<file path="src/rtl/disp_pkg.sv">
// Shared codes, anode patterns and conversion-state type for the
// seven-segment scan controller.
package disp_pkg;

   localparam logic [3:0] CODE_H     = 4'hA;
   localparam logic [3:0] CODE_A     = 4'hB;
   localparam logic [3:0] CODE_BLANK = 4'h0;
   localparam logic [3:0] AN_OFF     = 4'b1111;

   typedef enum logic [1:0] {IDLE, CONV, COMMIT} conv_state_e;

   // Double-dabble correction: a nibble of 5 or more would overflow past 9 on the next shift.
   function automatic logic [3:0] dabble_adj(input logic [3:0] nib);
      return (nib >= 4'd5) ? nib + 4'd3 : nib;
   endfunction

   function automatic logic [3:0] an_sel(input logic [1:0] idx);
      return ~(4'b0001 << idx);
   endfunction

endpackage

</file>
<file path="src/rtl/bin2bcd_seq.sv">
// Sequential double-dabble binary-to-BCD engine: one shift per clock,
// CNT_W shifts, then a one-cycle COMMIT with done high.
module bin2bcd_seq
   import disp_pkg::*;
#(
   parameter int CNT_W = 8
) (
   input  logic             clk,
   input  logic             rst,
   input  logic             start,
   input  logic [CNT_W-1:0] bin,
   output logic             busy,
   output logic             done,
   output logic [3:0]       hund,
   output logic [3:0]       tens,
   output logic [3:0]       ones
);

   localparam int SC_W = $clog2(CNT_W + 1);

   conv_state_e      state_q;
   logic [11:0]      bcd_q;
   logic [CNT_W-1:0] bin_q;
   logic [SC_W-1:0]  shift_cnt_q;
   logic             busy_q;
   logic             done_q;
   logic [11:0]      bcd_adj;

   assign bcd_adj = {dabble_adj(bcd_q[11:8]), dabble_adj(bcd_q[7:4]), dabble_adj(bcd_q[3:0])};

   // start is honoured in IDLE and in COMMIT so a queued value follows with no idle gap.
   always_ff @(posedge clk or posedge rst) begin
      if (rst) begin
         state_q     <= IDLE;
         bcd_q       <= '0;
         bin_q       <= '0;
         shift_cnt_q <= '0;
         busy_q      <= 1'b0;
         done_q      <= 1'b0;
      end else begin
         case (state_q)
            CONV: begin
               {bcd_q, bin_q} <= {bcd_adj[10:0], bin_q, 1'b0};
               shift_cnt_q    <= shift_cnt_q - SC_W'(1);
               if (shift_cnt_q == SC_W'(1)) begin
                  state_q <= COMMIT;
                  done_q  <= 1'b1;
               end
            end
            default: begin
               done_q <= 1'b0;
               if (start) begin
                  state_q     <= CONV;
                  busy_q      <= 1'b1;
                  bin_q       <= bin;
                  bcd_q       <= '0;
                  shift_cnt_q <= SC_W'(CNT_W);
               end else begin
                  state_q <= IDLE;
                  busy_q  <= 1'b0;
               end
            end
         endcase
      end
   end

   assign busy = busy_q;
   assign done = done_q;
   assign hund = bcd_q[11:8];
   assign tens = bcd_q[7:4];
   assign ones = bcd_q[3:0];

endmodule

</file>
<file path="src/rtl/disp_scan_ctrl.sv">
// Four-digit common-anode scan controller: BCD conversion with one-deep
// pending slot, display registers, slot prescaler and registered digit mux.
module disp_scan_ctrl
   import disp_pkg::*;
#(
   parameter int SCAN_DIV = 50000,
   parameter int CNT_W    = 8
) (
   input  logic             clk,
   input  logic             rst,
   input  logic [CNT_W-1:0] count_in,
   input  logic             count_valid,
   input  logic             full,
   output logic [3:0]       digit_code,
   output logic [3:0]       an,
   output logic             busy
);

   localparam int PS_W = $clog2(SCAN_DIV);

   logic             conv_busy, conv_done;
   logic [3:0]       s_hund, s_tens, s_ones;
   logic             start;
   logic [CNT_W-1:0] start_bin;
   logic             pend_q;
   logic [CNT_W-1:0] pend_val_q;
   logic [3:0]       hund_q, tens_q, ones_q;
   logic [PS_W-1:0]  ps_q;
   logic [1:0]       idx_q;
   logic [3:0]       an_q, code_q, an_d, code_d;

   // A fresh strobe in IDLE beats a stale pending value; in COMMIT only the pending value can start.
   assign start     = conv_busy ? (conv_done && pend_q) : (count_valid || pend_q);
   assign start_bin = (!conv_busy && count_valid) ? count_in : pend_val_q;

   bin2bcd_seq #(.CNT_W(CNT_W)) u_bin2bcd (
      .clk   (clk),
      .rst   (rst),
      .start (start),
      .bin   (start_bin),
      .busy  (conv_busy),
      .done  (conv_done),
      .hund  (s_hund),
      .tens  (s_tens),
      .ones  (s_ones)
   );

   // NOTE: all state uses non-blocking assignments so every register samples pre-edge values.
   always_ff @(posedge clk or posedge rst) begin
      if (rst) begin
         pend_q     <= 1'b0;
         pend_val_q <= '0;
         hund_q     <= '0;
         tens_q     <= '0;
         ones_q     <= '0;
         ps_q       <= '0;
         idx_q      <= '0;
         an_q       <= AN_OFF;
         code_q     <= CODE_BLANK;
      end else begin
         if (count_valid && conv_busy) begin
            pend_q     <= 1'b1;
            pend_val_q <= count_in;
         end else if (start) begin
            pend_q <= 1'b0;
         end
         if (conv_done) begin
            hund_q <= s_hund;
            tens_q <= s_tens;
            ones_q <= s_ones;
         end
         if (ps_q == PS_W'(SCAN_DIV - 1)) begin
            ps_q  <= '0;
            idx_q <= idx_q + 2'd1;
         end else begin
            ps_q <= ps_q + PS_W'(1);
         end
         an_q   <= an_d;
         code_q <= code_d;
      end
   end

   // NOTE: defaults first so every path assigns both outputs and no latch is inferred.
   always_comb begin
      an_d   = AN_OFF;
      code_d = CODE_BLANK;
      if (full) begin
         if (idx_q == 2'd3) begin
            an_d   = an_sel(idx_q);
            code_d = CODE_H;
         end else if (idx_q == 2'd2) begin
            an_d   = an_sel(idx_q);
            code_d = CODE_A;
         end
      end else begin
         case (idx_q)
            2'd2: if (hund_q != 4'd0) begin
               an_d   = an_sel(idx_q);
               code_d = hund_q;
            end
            2'd1: if (hund_q != 4'd0 || tens_q != 4'd0) begin
               an_d   = an_sel(idx_q);
               code_d = tens_q;
            end
            2'd0: begin
               an_d   = an_sel(idx_q);
               code_d = ones_q;
            end
            default: ;
         endcase
      end
   end

   assign an         = an_q;
   assign digit_code = code_q;
   assign busy       = conv_busy;

endmodule

</file>
<file path="config.mk">
export PLATFORM = sky130hd
export DESIGN_NAME = disp_scan_ctrl
export DESIGN_NICKNAME = d
export VERILOG_FILES = /design/src/rtl/disp_pkg.sv /design/src/rtl/bin2bcd_seq.sv /design/src/rtl/disp_scan_ctrl.sv
export SDC_FILE = /design/constraint.sdc
export NUM_CORES = 1
export LEC_CHECK = 0
export ABC_AREA = 0
export CORE_UTILIZATION = 47
export CTS_CLUSTER_DIAMETER = 30
export DETAILED_ROUTE_END_ITERATION = 16
export PLACE_DENSITY = 0.71
export SETUP_SLACK_MARGIN = 0.2
export SYNTH_ARGS = -nofsm -noshare
export SYNTH_HDL_FRONTEND = slang
export SYNTH_SLANG_ARGS = --single-unit
</file>
<file path="constraint.sdc">
create_clock -name clk -period 2.6 [get_ports clk]
set_input_delay 0.52 -clock clk [delete_from_list [all_inputs] [get_ports clk]]
set_output_delay 0.52 -clock clk [all_outputs]
set_load 0.1 [all_outputs]
</file>
# Word-level counts from Yosys, hierarchy flattened
# Cells that the tools add are included.
# W data, S select, Z words.
totals:
  regBits: 75
  in_bits: 12
  output_inout_bits: 9
  word_cells: 76
classes:
  n_addsub: 6
  order_cmp: 3
  eq_ne: 7
  n_shift: 1
  n_mux: 32
  n_bitwise: 1
  reduce_logical: 11
op_table:
  columns: ["op", "count"]
  rows:
  - ["$mux W4", 14]
  - ["$mux W12", 2]
  - ["$mux W8", 3]
  - ["$pmux W4 S3", 2]
  - ["$add A16 B1 Y16 const B", 1]
  - ["$eq A16 B16 Y1 const B", 1]
  - ["$mux W16", 1]
  - ["$ge A4 B3 Y1 const B", 3]
  - ["$add A4 B2 Y4 const B", 2]
  - ["$reduce_bool A4 Y1", 2]
  - ["$mux W1", 7]
  - ["$eq A2 B1 Y1 const B", 2]
  - ["$eq A2 B2 Y1 const B", 2]
  - ["$eq A4 B1 Y1 const B", 1]
  - ["$mux W2", 2]
  - ["$not A4 Y4", 1]
  - ["$reduce_bool A2 Y1", 2]
  - ["$shl A1 B2 Y4 const A", 1]
  - ["$sub A4 B1 Y4 const B", 1]
  - ["$add A3 B2 Y3 const B", 1]
  - ["$logic_and A1 B1 Y1", 3]
  - ["$mux W3", 1]
  - ["$add A2 B1 Y2 const B", 1]
  - ["$logic_not A2 Y1", 1]
  - ["3 further kinds", 4]

# Logic depth before layout (Yosys ltp)
# Gate-level depths: netlist of the first run.
logic_depth:
  word_depth: 5
  ltp_mapped: 6
  ltp_nobuf: 6

# Cells and area by module
# A second synthesis of the first run with hierarchy kept.
hier_totals:
  hier_cells: 332
  hier_area_um2: 3728.6
modules_own_cells:
  columns: ["module", "instances", "cells_each", "area_per_inst_um2", "seq_area_each_um2"]
  rows:
  - ["disp_scan_ctrl", 1, 181, 2175.8, 1181.1]
  - ["bin2bcd_seq", 1, 151, 1552.7, 675.6]

# Worst setup path before layout of the first run
# OpenSTA, ideal clock, no wires.
synth_timing:
  kind: "reg2reg"
  startpoint: "reg u_bin2bcd.busy_q (netlist: u_bin2bcd.busy)"
  endpoint: "reg u_bin2bcd.bin_q[7]"
  setup_time_ns: 0.134
  arrival_ns: 1.832
  required_time_ns: 2.466
  path_slack_ns: 0.634
  stages_incl_launch_ff: 6
  path_cell_list: "dfrtp_1 nor2b_1 clkbuf_1 mux2_2 mux2i_1 o21ai_0"
synth_between:
  elab_chain_cells: 5
synth_rtl:
  columns: ["element", "line_no", "rtl"]
  rows:
  - ["start, declared", "bin2bcd_seq.sv:25", "logic busy_q;"]
  - ["start signal, assigned", "bin2bcd_seq.sv:38", "busy_q <= 1'b0;"]
  - ["start signal, assigned", "bin2bcd_seq.sv:54", "busy_q <= 1'b1;"]
  - ["start signal, assigned", "bin2bcd_seq.sv:60", "busy_q <= 1'b0;"]
  - ["$logic_not A1 Y1", "disp_scan_ctrl.sv:34", "assign start_bin = (!conv_busy && count_valid) ? count_in : pend_val_q;"]
  - ["$logic_and A1 B1 Y1", "disp_scan_ctrl.sv:34", null]
  - ["$mux W8", "disp_scan_ctrl.sv:34", null]
  - ["$mux W8", "bin2bcd_seq.sv:52", "if (start) begin"]
  - ["$mux W8", "bin2bcd_seq.sv:41", "case (state_q)"]
  - ["end signal, assigned", "bin2bcd_seq.sv:43", "{bcd_q, bin_q} <= {bcd_adj[10:0], bin_q, 1'b0};"]
  - ["end signal, assigned", "bin2bcd_seq.sv:55", "bin_q <= bin;"]
  - ["end, declared", "bin2bcd_seq.sv:23", "logic [CNT_W-1:0] bin_q;"]
# Several ways; a longest one is shown, not always the timed one. The select of a mux whose other input is x is not followed.
# A chain may end at the register's enable or synchronous reset.

# Worst setup path after layout of the first run
layout_timing:
  startpoint: "reg u_bin2bcd.done_q (netlist: u_bin2bcd.done)"
  endpoint: "reg u_bin2bcd.state_q[0]"
layout_between:
  elab_chain_cells: 4
layout_rtl:
  columns: ["element", "line_no", "rtl"]
  rows:
  - ["start, declared", "bin2bcd_seq.sv:26", "logic done_q;"]
  - ["start signal, assigned", "bin2bcd_seq.sv:39", "done_q <= 1'b0;"]
  - ["start signal, assigned", "bin2bcd_seq.sv:47", "done_q <= 1'b1;"]
  - ["start signal, assigned", "bin2bcd_seq.sv:51", "done_q <= 1'b0;"]
  - ["$logic_and A1 B1 Y1", "disp_scan_ctrl.sv:33", "assign start = conv_busy ? (conv_done && pend_q) : (count_valid || pend_q);"]
  - ["$mux W1", "disp_scan_ctrl.sv:33", null]
  - ["$mux W1", "bin2bcd_seq.sv:52", null]
  - ["$mux W2", "bin2bcd_seq.sv:41", null]
  - ["end signal, assigned", "bin2bcd_seq.sv:46", "state_q <= COMMIT;"]
  - ["end signal, assigned", "bin2bcd_seq.sv:53", "state_q <= CONV;"]
  - ["end signal, assigned", "bin2bcd_seq.sv:59", "state_q <= IDLE;"]
  - ["end, declared", "bin2bcd_seq.sv:21", "conv_state_e state_q;"]
# No other way between the ends.

==> key figures, run 1 <==
Run status
  • Status: complete, no violations

Setup path
  • Kind of critical path: reg -> reg
  • Slowest CP cell: nor2b_1
  • Worst Path Required: 2.87 ns
  • Crit start category: register
  • CP cell instances: nor2b_1 -> buf_4 -> nor2_1 -> nor2_1
  • Most frequent CP cell: nor2_1
  • Internal reg-to-reg setup slack: 0.71 ns
  • Slowest stage delay, CP: 0.75 ns
  • Worst r2r src: u_bin2bcd.done
  • CP endpoint kind: register
  • Reg2Reg Capture Point: u_bin2bcd.state_q[0]
  • Worst path arrival time: 2.16 ns
  • R2R cell count: 4
  • CP max FO: 16

Yosys
  • Post-synth ARST share: 1.000
  • Ranking of synthesized cells by area: dfrtp_1 (50%), mux2_2 (9.9%), ha_1 (5.3%)
  • Yosys warning total: 0
  • Syn avg cell area: 11.14 um2
  • Synth cell types: 43
  • Gate Count Post-Synth: 317
  • Synthesized Nets: 344
  • Synthesized cell area: 3531 um2
  • Sequential-to-total area share from yosys stat: 0.5259
  • Post-synth EDFFs: 0
  • Largest area contributor in the netlist: dfrtp_1
  • Synth Register Bits: 74
  • Top-area cell type share of the netlist area: 0.4961
  • Top FF cell, synth: dfrtp_1

Power and ir drop
  • Sequential power share: 0.423
  • Cell Pwr Density: 1049 nW/um2
  • Total Power: 4227 uW
  • Leakage: 0.001762 uW
  • Clock network power share: 0.205
  • Cell-internal power: 2676 uW
  • Reported net switching power: 1551 uW
  • Part of the power in combinational logic: 0.372
  • VDD IR max: 0.4517 mV
  • Sw Ratio: 0.3670

Hold path
  • Hold_sp: u_bin2bcd.bin_q[7]
  • Hold crit path type: reg -> reg
  • Hold Path Stages: 2
  • Worst Hold End: u_bin2bcd.bcd_q[0]

STA
  • Setup violators final: 0
  • Fin crit share: 0.7282
  • Min Tclk post-route: 1.893 ns
  • Slew headroom: 0.4442
  • Max Clock Freq: 528.2 MHz
  • Actual slew at the worst max-slew pin: 0.8320 ns
  • Final hold vios: 0
  • Final setup TNS: 0 ns
  • Slew Limit Fails: 0
  • Unrepaired setup endpoints after global routing: false
  • Clock skew: 0.009693 ns

Detailed routing
  • Iteration count of the initial detailed-routing pass: 4
  • Post-route DRC: 0
  • WL/cell: 13.41 um
  • Drt total wl: 5993 um
  • Vias per inst: 5.331
  • DR vias: 2383
  • Final ANT Viol Nets: 0
  • Initial DRC Count: 132

Global route
  • GRT met2 Usage: 0.2846
  • Global-route wire length before repair: 10490 um
  • Number of global-route vias before repair: 2323
  • GRT Resource Usage Total: 0.1739
  • Met3 GRT Util: 0.03825
  • Antenna violations before repair: 0
  • Overflow after GRT: 0
  • Met1 Use GR: 0.2253
  • Largest net degree at the start of global routing: 48
  • Most Crowded Layer GR: met2

Placed design
  • Hpwl dp: 4107 um
  • Final GP Congestion: 0.7497
  • Port Buf Inserts: 20

Floorplan
  • I/O pins: 21
  • Core Region: 7253 um2
  • Die Y: 88.68 um
  • Num rows: 31
  • Die X: 88.68 um
  • Die area: 7863 um2
  • Initial Util: 0.4868

Clock network
  • CTS tree: yes
  • Sink Count: 74
  • Postcts setup bufs: 0
  • Num CTS Buffers: 9
  • Post-CTS sizing: 0
  • Clock latency on the worst-skew pair: 0.34 ns
  • CTS Buffer Depth: 2
  • CTS clk-pin slew, worst paths: 0.08 ns
  • Post-CTS Hold Buffers: 0
  • Clock Root Buffer: clkbuf_8
  • H-Tree Depth: 3

Finish
  • Register cell area after layout: 1857 um2
  • Final net count: 370
  • Ant diodes: 0
  • Area Overhead vs Synth: 14.14%
  • Share of cells above drive strength 1: 0.2040
  • Core Util, Final: 0.5556
  • Filler Cells Inserted: 624
  • Multi-input gate area: 1577 um2

Flow run
  • # Max-Cap Violations: 0
cell type report:
cell class,instances,area share
clock buffer,9,0.03074
multi-input combinational,218,0.3912
inverter,13,0.01211
timing repair buffer,27,0.05713
sequential,74,0.4607
clock inverter,7,0.01739
tap,99,0.03074
state kept, by name (all words and copies together) (netlist names), 8 cells and up:
register,count
pend_val_q,8
u_bin2bcd.bin_q,8
ps_q,16
u_bin2bcd.bcd_q,12
cells by family (layout without fill, tap and decap cells):
kind of cell             count (synthesis)  count (layout)  synth area share
AO/OA/AOI/OAI                           53              53           0.09781
multiplexers                            39              39            0.1215
buffers and inverters                   25              56           0.02764
adder cells (fa/ha/maj)                 15              15           0.05315
XOR/XNOR                                18              18           0.04465
flip-flops                              74              74            0.5259
AND/OR/NAND/NOR                         93              93            0.1293
layout by cell type, fill, tap and decap left out, types with 3 or more instances in the layout:
cell,n
nor4_1,3
buf_4,16
a32o_1,3
clkdlybuf4s50_1,11
dfrtp_1,70
nand4_1,3
nor2b_1,6
nand2_1,26
nor3_1,6
o21ai_0,14
nand2b_1,5
a21oi_1,7
xnor2_1,11
nor2_1,23
o22ai_1,10
dfstp_2,4
mux2i_1,8
ha_1,15
o31ai_1,7
xor2_1,7
mux2_2,31
clkbuf_8,9
clkinv_2,3
inv_1,12
nand3_1,9
worst max path at each step:
stage,startpoint,to,cells after the start
6_report,u_bin2bcd.done,u_bin2bcd.state_q[0],4
5_1_grt,u_bin2bcd.done,u_bin2bcd.busy,4
4_1_cts,u_bin2bcd.done,u_bin2bcd.state_q[0],4
3_5_place_dp,count_valid,u_bin2bcd.bin_q[4],6
3_3_place_gp,count_valid,u_bin2bcd.bin_q[5],6
2_1_floorplan,rst,digit_code[0],1
synthesized netlist by cell type, types with 4 or more instances:
| cell type | count |
|---|---|
| o22ai_1 | 10 |
| dfstp_2 | 4 |
| ha_1 | 15 |
| o31ai_1 | 7 |
| nor3_1 | 6 |
| nand3_1 | 9 |
| clkbuf_1 | 9 |
| nand2b_1 | 5 |
| xnor2_1 | 11 |
| o21ai_0 | 15 |
| nand2_1 | 26 |
| inv_1 | 13 |
| dfrtp_1 | 70 |
| xor2_1 | 7 |
| nor2_1 | 23 |
| mux2_2 | 31 |
| mux2i_1 | 8 |
| a21oi_1 | 7 |
| nor2b_1 | 6 |
power by group through the flow:
stage | registers, uW | clock network, uW | logic (uW)
5_1_grt | 1850 | 937 | 1770
2_1_floorplan | 1890 | 0 | 1140
6_report | 1790 | 867 | 1570
3_3_place_gp | 1800 | 0 | 1530
3_5_place_dp | 1810 | 0 | 1590
4_1_cts | 1790 | 892 | 1600
critical path, delay by kind of cell (launching register included):
kind	cells	cell delay [ns]
and+or+nand+nor	3	0.92
DFF	1	0.61
buffers and inverters	1	0.29
routing by layer:
| layer | vias to the layer above | part of all wire |
|---|---|---|
| met5 | - | 0 |
| met4 | 0 | 0.0088 |
| met3 | 6 | 0.029 |
| met2 | 35 | 0.48 |
| met1 | 1171 | 0.48 |
| li1 | 1171 | - |
stage by stage:
stage	hold WS, ns	std cells	area, um2	setup WS [ns]
after global placement	0.4650	431	3836	0.5507
after floorplan	0.4478	317	3531	0.2050
after CTS	0.4842	447	4030	0.6600
after detailed placement	0.4716	431	3836	0.4766
final	0.4798	447	4030	0.7067
after global routing	0.5121	447	4030	0.4731
Note: power is estimated with default switching activity, not from simulation.
==> run 2: changes to the inputs <==
==> constraint.sdc (replaced) <==
create_clock -name clk -period 2 [get_ports clk]
set_input_delay 0.4 -clock clk [delete_from_list [all_inputs] [get_ports clk]]
set_output_delay 0.4 -clock clk [all_outputs]
set_load 0.1 [all_outputs]
==> run 2 against run 1 <==
  * First-iteration DRC count rose by 20%
  * Critical path depth did not move
  * Clock power rose by 56%
  * Global-route usage rose by 0.96 points
  * Utilization rose by 1.9 points
  * Combinational power rose by 36%
  * Total power rose by 37%
  * Maximum frequency rose by 15%
  * Flip-flop and latch count did not move
  * Clock skew rose by 0.0014 ns
  * Critical path type unchanged
  * Critical endpoint is now idx_q[1]
  * Highest routed layer unchanged
==> key figures, run 2 (synthesized netlist as in run 1, its figures left out) <==
Floorplan
  • I/O pins: 21 (unchanged)
  • Die Y: 88.68 um (unchanged)
  • Die area: 7863 um2 (unchanged)
  • Num rows: 31 (unchanged)
  • Core Region: 7253 um2 (unchanged)
  • Initial Util: 0.4868 (unchanged)
  • Die X: 88.68 um (unchanged)

Clock network
  • Postcts setup bufs: 0 (unchanged)
  • CTS clk-pin slew, worst paths: 0.08 ns (about the same)
  • CTS tree: yes
  • Clock Root Buffer: clkbuf_8
  • H-Tree Depth: 3 (unchanged)
  • CTS Buffer Depth: 2 (unchanged)
  • Sink Count: 74 (unchanged)
  • Clock latency on the worst-skew pair: 0.35 ns (about the same)
  • Num CTS Buffers: 9 (unchanged)
  • Post-CTS sizing: 0 (unchanged)
  • Post-CTS Hold Buffers: 0 (unchanged)

Setup path
  • Buffers and inverters on the worst path: 0 (-1)
  • Reg2Reg Capture Point: idx_q[1]
  • Slowest stage delay, CP: 0.46 ns (-0.29 ns)
  • Kind of critical path: reg -> reg
  • CP max FO: 7 (-9)
  • CP cell instances: nor4b_1 -> nand4_1 -> nor3_1 -> mux2_2
  • CP top delay family: simple AND/OR/NAND/NOR gates
  • Crit start category: register
  • Worst path arrival time: 1.89 ns (-0.27 ns)
  • Worst Path Required: 2.24 ns (-0.63 ns)
  • CP endpoint kind: register
  • Slowest CP cell: dfrtp_1
  • Worst r2r src: ps_q[7]
  • R2R cell count: 4 (unchanged)
  • Internal reg-to-reg setup slack: 0.35 ns (-0.36 ns)

Finish
  • Share of cells above drive strength 1: 0.2159 (+0.01189)
  • Final instance area: 4172 um2 (+3.5%)
  • Most common cell after layout, fill and taps aside: dfrtp_1
  • Ant diodes: 0 (unchanged)
  • Largest register by flop count: ps_q
  • Commonest non-fill, non-tap cells in the layout: dfrtp_1 (69), mux2_2 (31), nand2_1 (26)
  • Biggest regs: ps_q: 16 flops, u_bin2bcd.bcd_q: 12 flops
  • Number of flip-flops in the largest register: 16 (unchanged)
  • Final net count: 374 (+1.1%)
  • Area Overhead vs Synth: 18.14%

STA
  • Slew headroom: 0.6982 (+0.2540)
  • Fin crit share: 0.8262 (+0.09805)
  • Setup violators final: 0 (unchanged)
  • Final hold vios: 0 (unchanged)
  • Min Tclk post-route: 1.652 ns (-0.2408 ns)
  • Max Clock Freq: 605.2 MHz (+15%)
  • Final setup TNS: 0 ns (unchanged)
  • Slew Limit Fails: 0 (unchanged)
  • Clock skew: 0.01109 ns (+0.001394 ns)
  • Unrepaired setup endpoints after global routing: false
  • Actual slew at the worst max-slew pin: 0.4512 ns (-0.3807 ns)
  • Hold slack: 0.3511 ns (-0.1287 ns)

Global route
  • Global-route wire length before repair: 10930 um (+4.1%)
  • Number of global-route vias before repair: 2383 (+2.6%)
  • Overflow after GRT: 0 (unchanged)
  • Antenna violations before repair: 0 (unchanged)
  • Largest net degree at the start of global routing: 26 (-46%)
  • GRT Resource Usage Total: 0.1835 (+0.009625)

Detailed routing
  • Iteration count of the initial detailed-routing pass: 4 (unchanged)
  • Drt total wl: 6174 um (+3.0%)
  • Post-route DRC: 0 (unchanged)
  • WL met2: 2896 um (+1.2%)
  • Vias per inst: 5.271 (-1.1%)
  • Top routing layer in use: met4
  • Met1 Wirelength: 2991 um (+3.1%)
  • Met3 routed WL: 187 um (+8.1%)
  • Final ANT Viol Nets: 0 (unchanged)
  • WL/cell: 13.69 um (+2.1%)
  • DR vias: 2377 (-0.25%)
  • Initial DRC Count: 159 (+20%)

Run status
  • Status: complete, no violations

Power and ir drop
  • Cell Pwr Density: 1385 nW/um2 (+32%)
  • Leakage: 0.001825 uW (+3.6%)
  • VDD IR max: 0.6697 mV (+48%)

Placed design
  • Placed cell area: 3934 um2 (+2.5%)
  • Final GP Congestion: 0.7802 (+4.1%)
  • Port Buf Inserts: 20 (unchanged)
  • Hpwl dp: 4226 um (+2.9%)

Hold path
  • Hold crit path type: in -> async

Flow run
  • # Max-Cap Violations: 0 (unchanged)
-- run 2: area by class of cell --
cell class                      instances  area, um2
Inverter                               13      52.55
Multi-Input combinational cell        218       1577
Clock buffer                           12      165.2
Timing Repair Buffer                   31      322.8
Fill cell                             625       3082
Tap cell                               99      123.9
Sequential cell                        74       1858
Clock inverter                          4      72.57
-- run 2: worst register-to-register path, delay by kind of cell (launching register included) --
kind          cells  cell delay [ns]
mux               1             0.37
simple gates      3             0.71
flops             1             0.46
-- run 2: routing by layer --
layer / vias up / GRT usage
met5: - / 0
li1: 1180 / -
met3: 11 / 0.04664
met2: 30 / 0.2944
met4: 0 / 0.07478
met1: 1156 / 0.2382
-- run 2: worst max path at each step --
stage          slack, ns  cells after the start                from             endpoint
2_1_floorplan       0.24                      5      u_bin2bcd.busy   u_bin2bcd.bin_q[7]
3_3_place_gp         0.1                      6         count_valid   u_bin2bcd.bin_q[5]
3_5_place_dp        0.05                      6         count_valid   u_bin2bcd.bin_q[4]
4_1_cts             0.35                      6  u_bin2bcd.bcd_q[0]   u_bin2bcd.bcd_q[2]
5_1_grt             0.21                      6  u_bin2bcd.bcd_q[8]  u_bin2bcd.bcd_q[10]
6_report            0.35                      4             ps_q[7]             idx_q[1]
-- run 2: where the power goes --
part           switching (uW)  internal (uW)  leakage [uW]
sequential                340           1960      0.000933
clock                     544            803      0.000119
combinational            1140            987      0.000773
-- run 2: stage by stage --
| stage | worst slack (ns) | std cells | util | total power [uW] |
|---|---|---|---|---|
| global placement | 0.09689 | 435 | 0.5423 | 4378 |
| CTS | 0.3477 | 451 | 0.5751 | 5833 |
| finish | 0.3475 | 451 | 0.5751 | 5776 |
| detailed placement | 0.05259 | 435 | 0.5423 | 4470 |
| floorplan | 0.2447 | 317 | - | 3940 |
| global route | 0.2121 | 451 | 0.5751 | 6194 |
==> run 3: changes to the inputs <==
--- a/config.mk
+++ b/config.mk
@@ -9,7 +9,7 @@
 export CORE_UTILIZATION = 47
 export CTS_CLUSTER_DIAMETER = 30
 export DETAILED_ROUTE_END_ITERATION = 16
-export PLACE_DENSITY = 0.71
+export PLACE_DENSITY = 0.74
 export SETUP_SLACK_MARGIN = 0.2
 export SYNTH_ARGS = -nofsm -noshare
 export SYNTH_HDL_FRONTEND = slang
==> constraint.sdc (replaced) <==
create_clock -name clk -period 1.3 [get_ports clk]
set_input_delay 0.26 -clock clk [delete_from_list [all_inputs] [get_ports clk]]
set_output_delay 0.26 -clock clk [all_outputs]
set_load 0.1 [all_outputs]
==> run 3 against run 2 <==
  * The flow now finishes with violations (setup timing)
  * Sequential share of layout area is 10 points lower
  * Critical endpoint is now ps_q[15]
  * Cell area rose by 31%
  * Setup slack worse by 0.58 ns
  * Non-clock buffer count is 72 higher
  * Sequential power rose by 62%
  * Maximum frequency up 7.9%
  * Die area unchanged
  * Global-route usage is 4.1 points higher
  * Clock power rose by 44%
==> key figures, run 3 (synthesized netlist as in run 1, its figures left out) <==
Setup path
  • Worst path arrival time: 1.81 ns (-0.08 ns)
  • Reg2Reg Capture Point: ps_q[15]
  • Crit start category: register
  • Kind of critical path: reg -> reg
  • Slowest stage delay, CP: 0.53 ns (+0.07 ns)
  • CP max FO: 4 (-3)
  • CP endpoint kind: register
  • R2R cell count: 4 (unchanged)
  • Worst Path Required: 1.58 ns (-0.66 ns)
  • CP cell instances: and4_1 -> nand2_2 -> or4_1 -> a21oi_1
  • Slowest CP cell: or4_1
  • Internal reg-to-reg setup slack: -0.23 ns (-0.58 ns)
  • Worst r2r src: ps_q[7]

STA
  • Max Clock Freq: 653.0 MHz (+7.9%)
  • Final hold vios: 0 (unchanged)
  • Hold slack: 0.3221 ns (-0.02899 ns)
  • Fin crit share: 1.178 (+0.3518)
  • Slew Limit Fails: 0 (unchanged)
  • Worst Setup Slack, final: -0.2315 ns (-0.5790 ns)
  • Setup violators final: 46 (+46)
  • Unrepaired setup endpoints after global routing: true
  • Slew headroom: 0.7892 (+0.09099)
  • Clock skew: 0.01300 ns (+0.001916 ns)
  • Actual slew at the worst max-slew pin: 0.3129 ns (-0.1384 ns)
  • Min Tclk post-route: 1.531 ns (-0.1210 ns)

Global route
  • Number of global-route vias before repair: 2831 (+19%)
  • GRT Resource Usage Total: 0.2249 (+0.04139)
  • Largest net degree at the start of global routing: 44 (+69%)
  • Antenna violations before repair: 0 (unchanged)
  • Global-route wire length before repair: 13220 um (+21%)
  • Overflow after GRT: 0 (unchanged)

Placed design
  • Port Buf Inserts: 20 (unchanged)
  • Setup WS pre-CTS: -0.4649 ns (-0.5175 ns)
  • Dpl cells: 481 (+11%)
  • Hpwl dp: 4902 um (+16%)
  • Final GP Congestion: 0.8254 (+5.8%)
  • Placed cell area: 4593 um2 (+17%)

Finish
  • Most common cell after layout, fill and taps aside: dfrtp_1
  • Share of cells above drive strength 1: 0.5118 (+0.2959)
  • Biggest regs: ps_q: 16 flops, u_bin2bcd.bcd_q: 12 flops
  • Number of flip-flops in the largest register: 16 (unchanged)
  • Non-filler instance count after layout: 523 (+16%)
  • Commonest non-fill, non-tap cells in the layout: dfrtp_1 (63), buf_4 (51), mux2_4 (26)
  • Final instance area: 5451 um2 (+31%)
  • Final net count: 446 (+19%)
  • Largest register by flop count: ps_q
  • Area Overhead vs Synth: 54.39%
  • Ant diodes: 0 (unchanged)

Detailed routing
  • Iteration count of the initial detailed-routing pass: 7 (+3)
  • Initial DRC Count: 139 (-13%)
  • Drt total wl: 8964 um (+45%)
  • DR vias: 2869 (+21%)
  • Final ANT Viol Nets: 0 (unchanged)
  • WL/cell: 17.14 um (+25%)
  • Post-route DRC: 0 (unchanged)
  • Vias per inst: 5.486 (+4.1%)

Floorplan
  • Num rows: 31 (unchanged)
  • Die area: 7863 um2 (unchanged)
  • Die Y: 88.68 um (unchanged)
  • Die X: 88.68 um (unchanged)
  • Core Region: 7253 um2 (unchanged)
  • I/O pins: 21 (unchanged)
  • Initial Util: 0.4868 (unchanged)

Clock network
  • Num CTS Buffers: 9 (unchanged)
  • CTS Buffer Depth: 2 (unchanged)
  • Sink Count: 74 (unchanged)
  • H-Tree Depth: 3 (unchanged)
  • Clock Root Buffer: clkbuf_8
  • CTS clk-pin slew, worst paths: 0.08 ns (about the same)
  • Clock latency on the worst-skew pair: 0.35 ns (about the same)
  • Post-CTS Hold Buffers: 0 (unchanged)
  • CTS tree: yes

Run status
  • Status: complete, but fails checks
  • Failing checks: setup timing

Flow run
  • # Max-Cap Violations: 0 (unchanged)

Power and ir drop
  • Cell Pwr Density: 2162 nW/um2 (+56%)
  • VDD IR max: 1.156 mV (+73%)
  • Leakage: 0.002426 uW (+33%)

Hold path
  • Hold crit path type: in -> async
==> run 3: cell types whose count changed in the layout (fill, tap and decap cells not counted), moves of 9 or more <==
cell,change
mux2_2,-26
buf_6,+25
buf_4,+36
ha_1,-11
o21ai_0,-12
mux2_4,+26
ha_4,+9
==> run 3: how the worst max path moves through the flow <==
| stage | from | slack [ns] | to | depth (start not counted) |
|---|---|---|---|---|
| after floorplan | u_bin2bcd.busy | -0.29 | u_bin2bcd.bin_q[1] | 5 |
| after global placement | count_valid | -0.41 | u_bin2bcd.bin_q[4] | 6 |
| after detailed placement | count_valid | -0.46 | u_bin2bcd.bin_q[1] | 6 |
| after CTS | ps_q[7] | -0.21 | idx_q[1] | 4 |
| after global routing | ps_q[7] | -0.35 | idx_q[1] | 4 |
| final | ps_q[7] | -0.23 | ps_q[15] | 4 |
==> run 3: final cells by class <==
| cell class | instances | area [um2] |
|---|---|---|
| multi-input cells | 218 | 2121 |
| repair buffers | 103 | 1070 |
| fillers | 444 | 1802 |
| well taps | 99 | 123.9 |
| clock inverters | 1 | 30.03 |
| flip-flops and latches | 74 | 1868 |
| inverters | 13 | 52.55 |
| clock buffers | 15 | 186.4 |
==> run 3: layer usage <==
layer	wire length, um	track usage	part of all wire
met4	204	0.08504	0.023
met3	237	0.04198	0.026
met2	4695	0.3937	0.52
met1	3826	0.2761	0.43
met5	0	0	0
==> run 3: through the flow <==
| stage | setup TNS, ns | power [uW] | utilization |
|---|---|---|---|
| finish | -4.792 | 11790 | 0.7516 |
| global route | -8.074 | 12400 | 0.7516 |
| CTS | -3.279 | 10820 | 0.7133 |
| detailed placement | -11.81 | 8002 | 0.6333 |
| global placement | -10.42 | 7806 | 0.6333 |
| floorplan | -3.593 | 6538 | - |
==> run 3: critical path: cells and delay by family (launching register included) <==
family	cells	cell delay, ns
flip-flops	1	0.43
AO/OA/AOI/OAI	1	0.14
AND/OR/NAND/NOR	3	0.89
==> run 3: power by group <==
part           leakage (uW)  internal, uW  switching, uW
clock              0.000110          1100            843
sequential         0.000925          3040            690
combinational       0.00139          3410           2710
total               0.00243          7550           4240
==> run 3: timing repair <==
item	4_1_cts	5_1_grt
setup endpoints to repair	70	80
buffers inserted	10	14
gates cloned	2	0
pin swaps	20	15
resized for setup	73	41
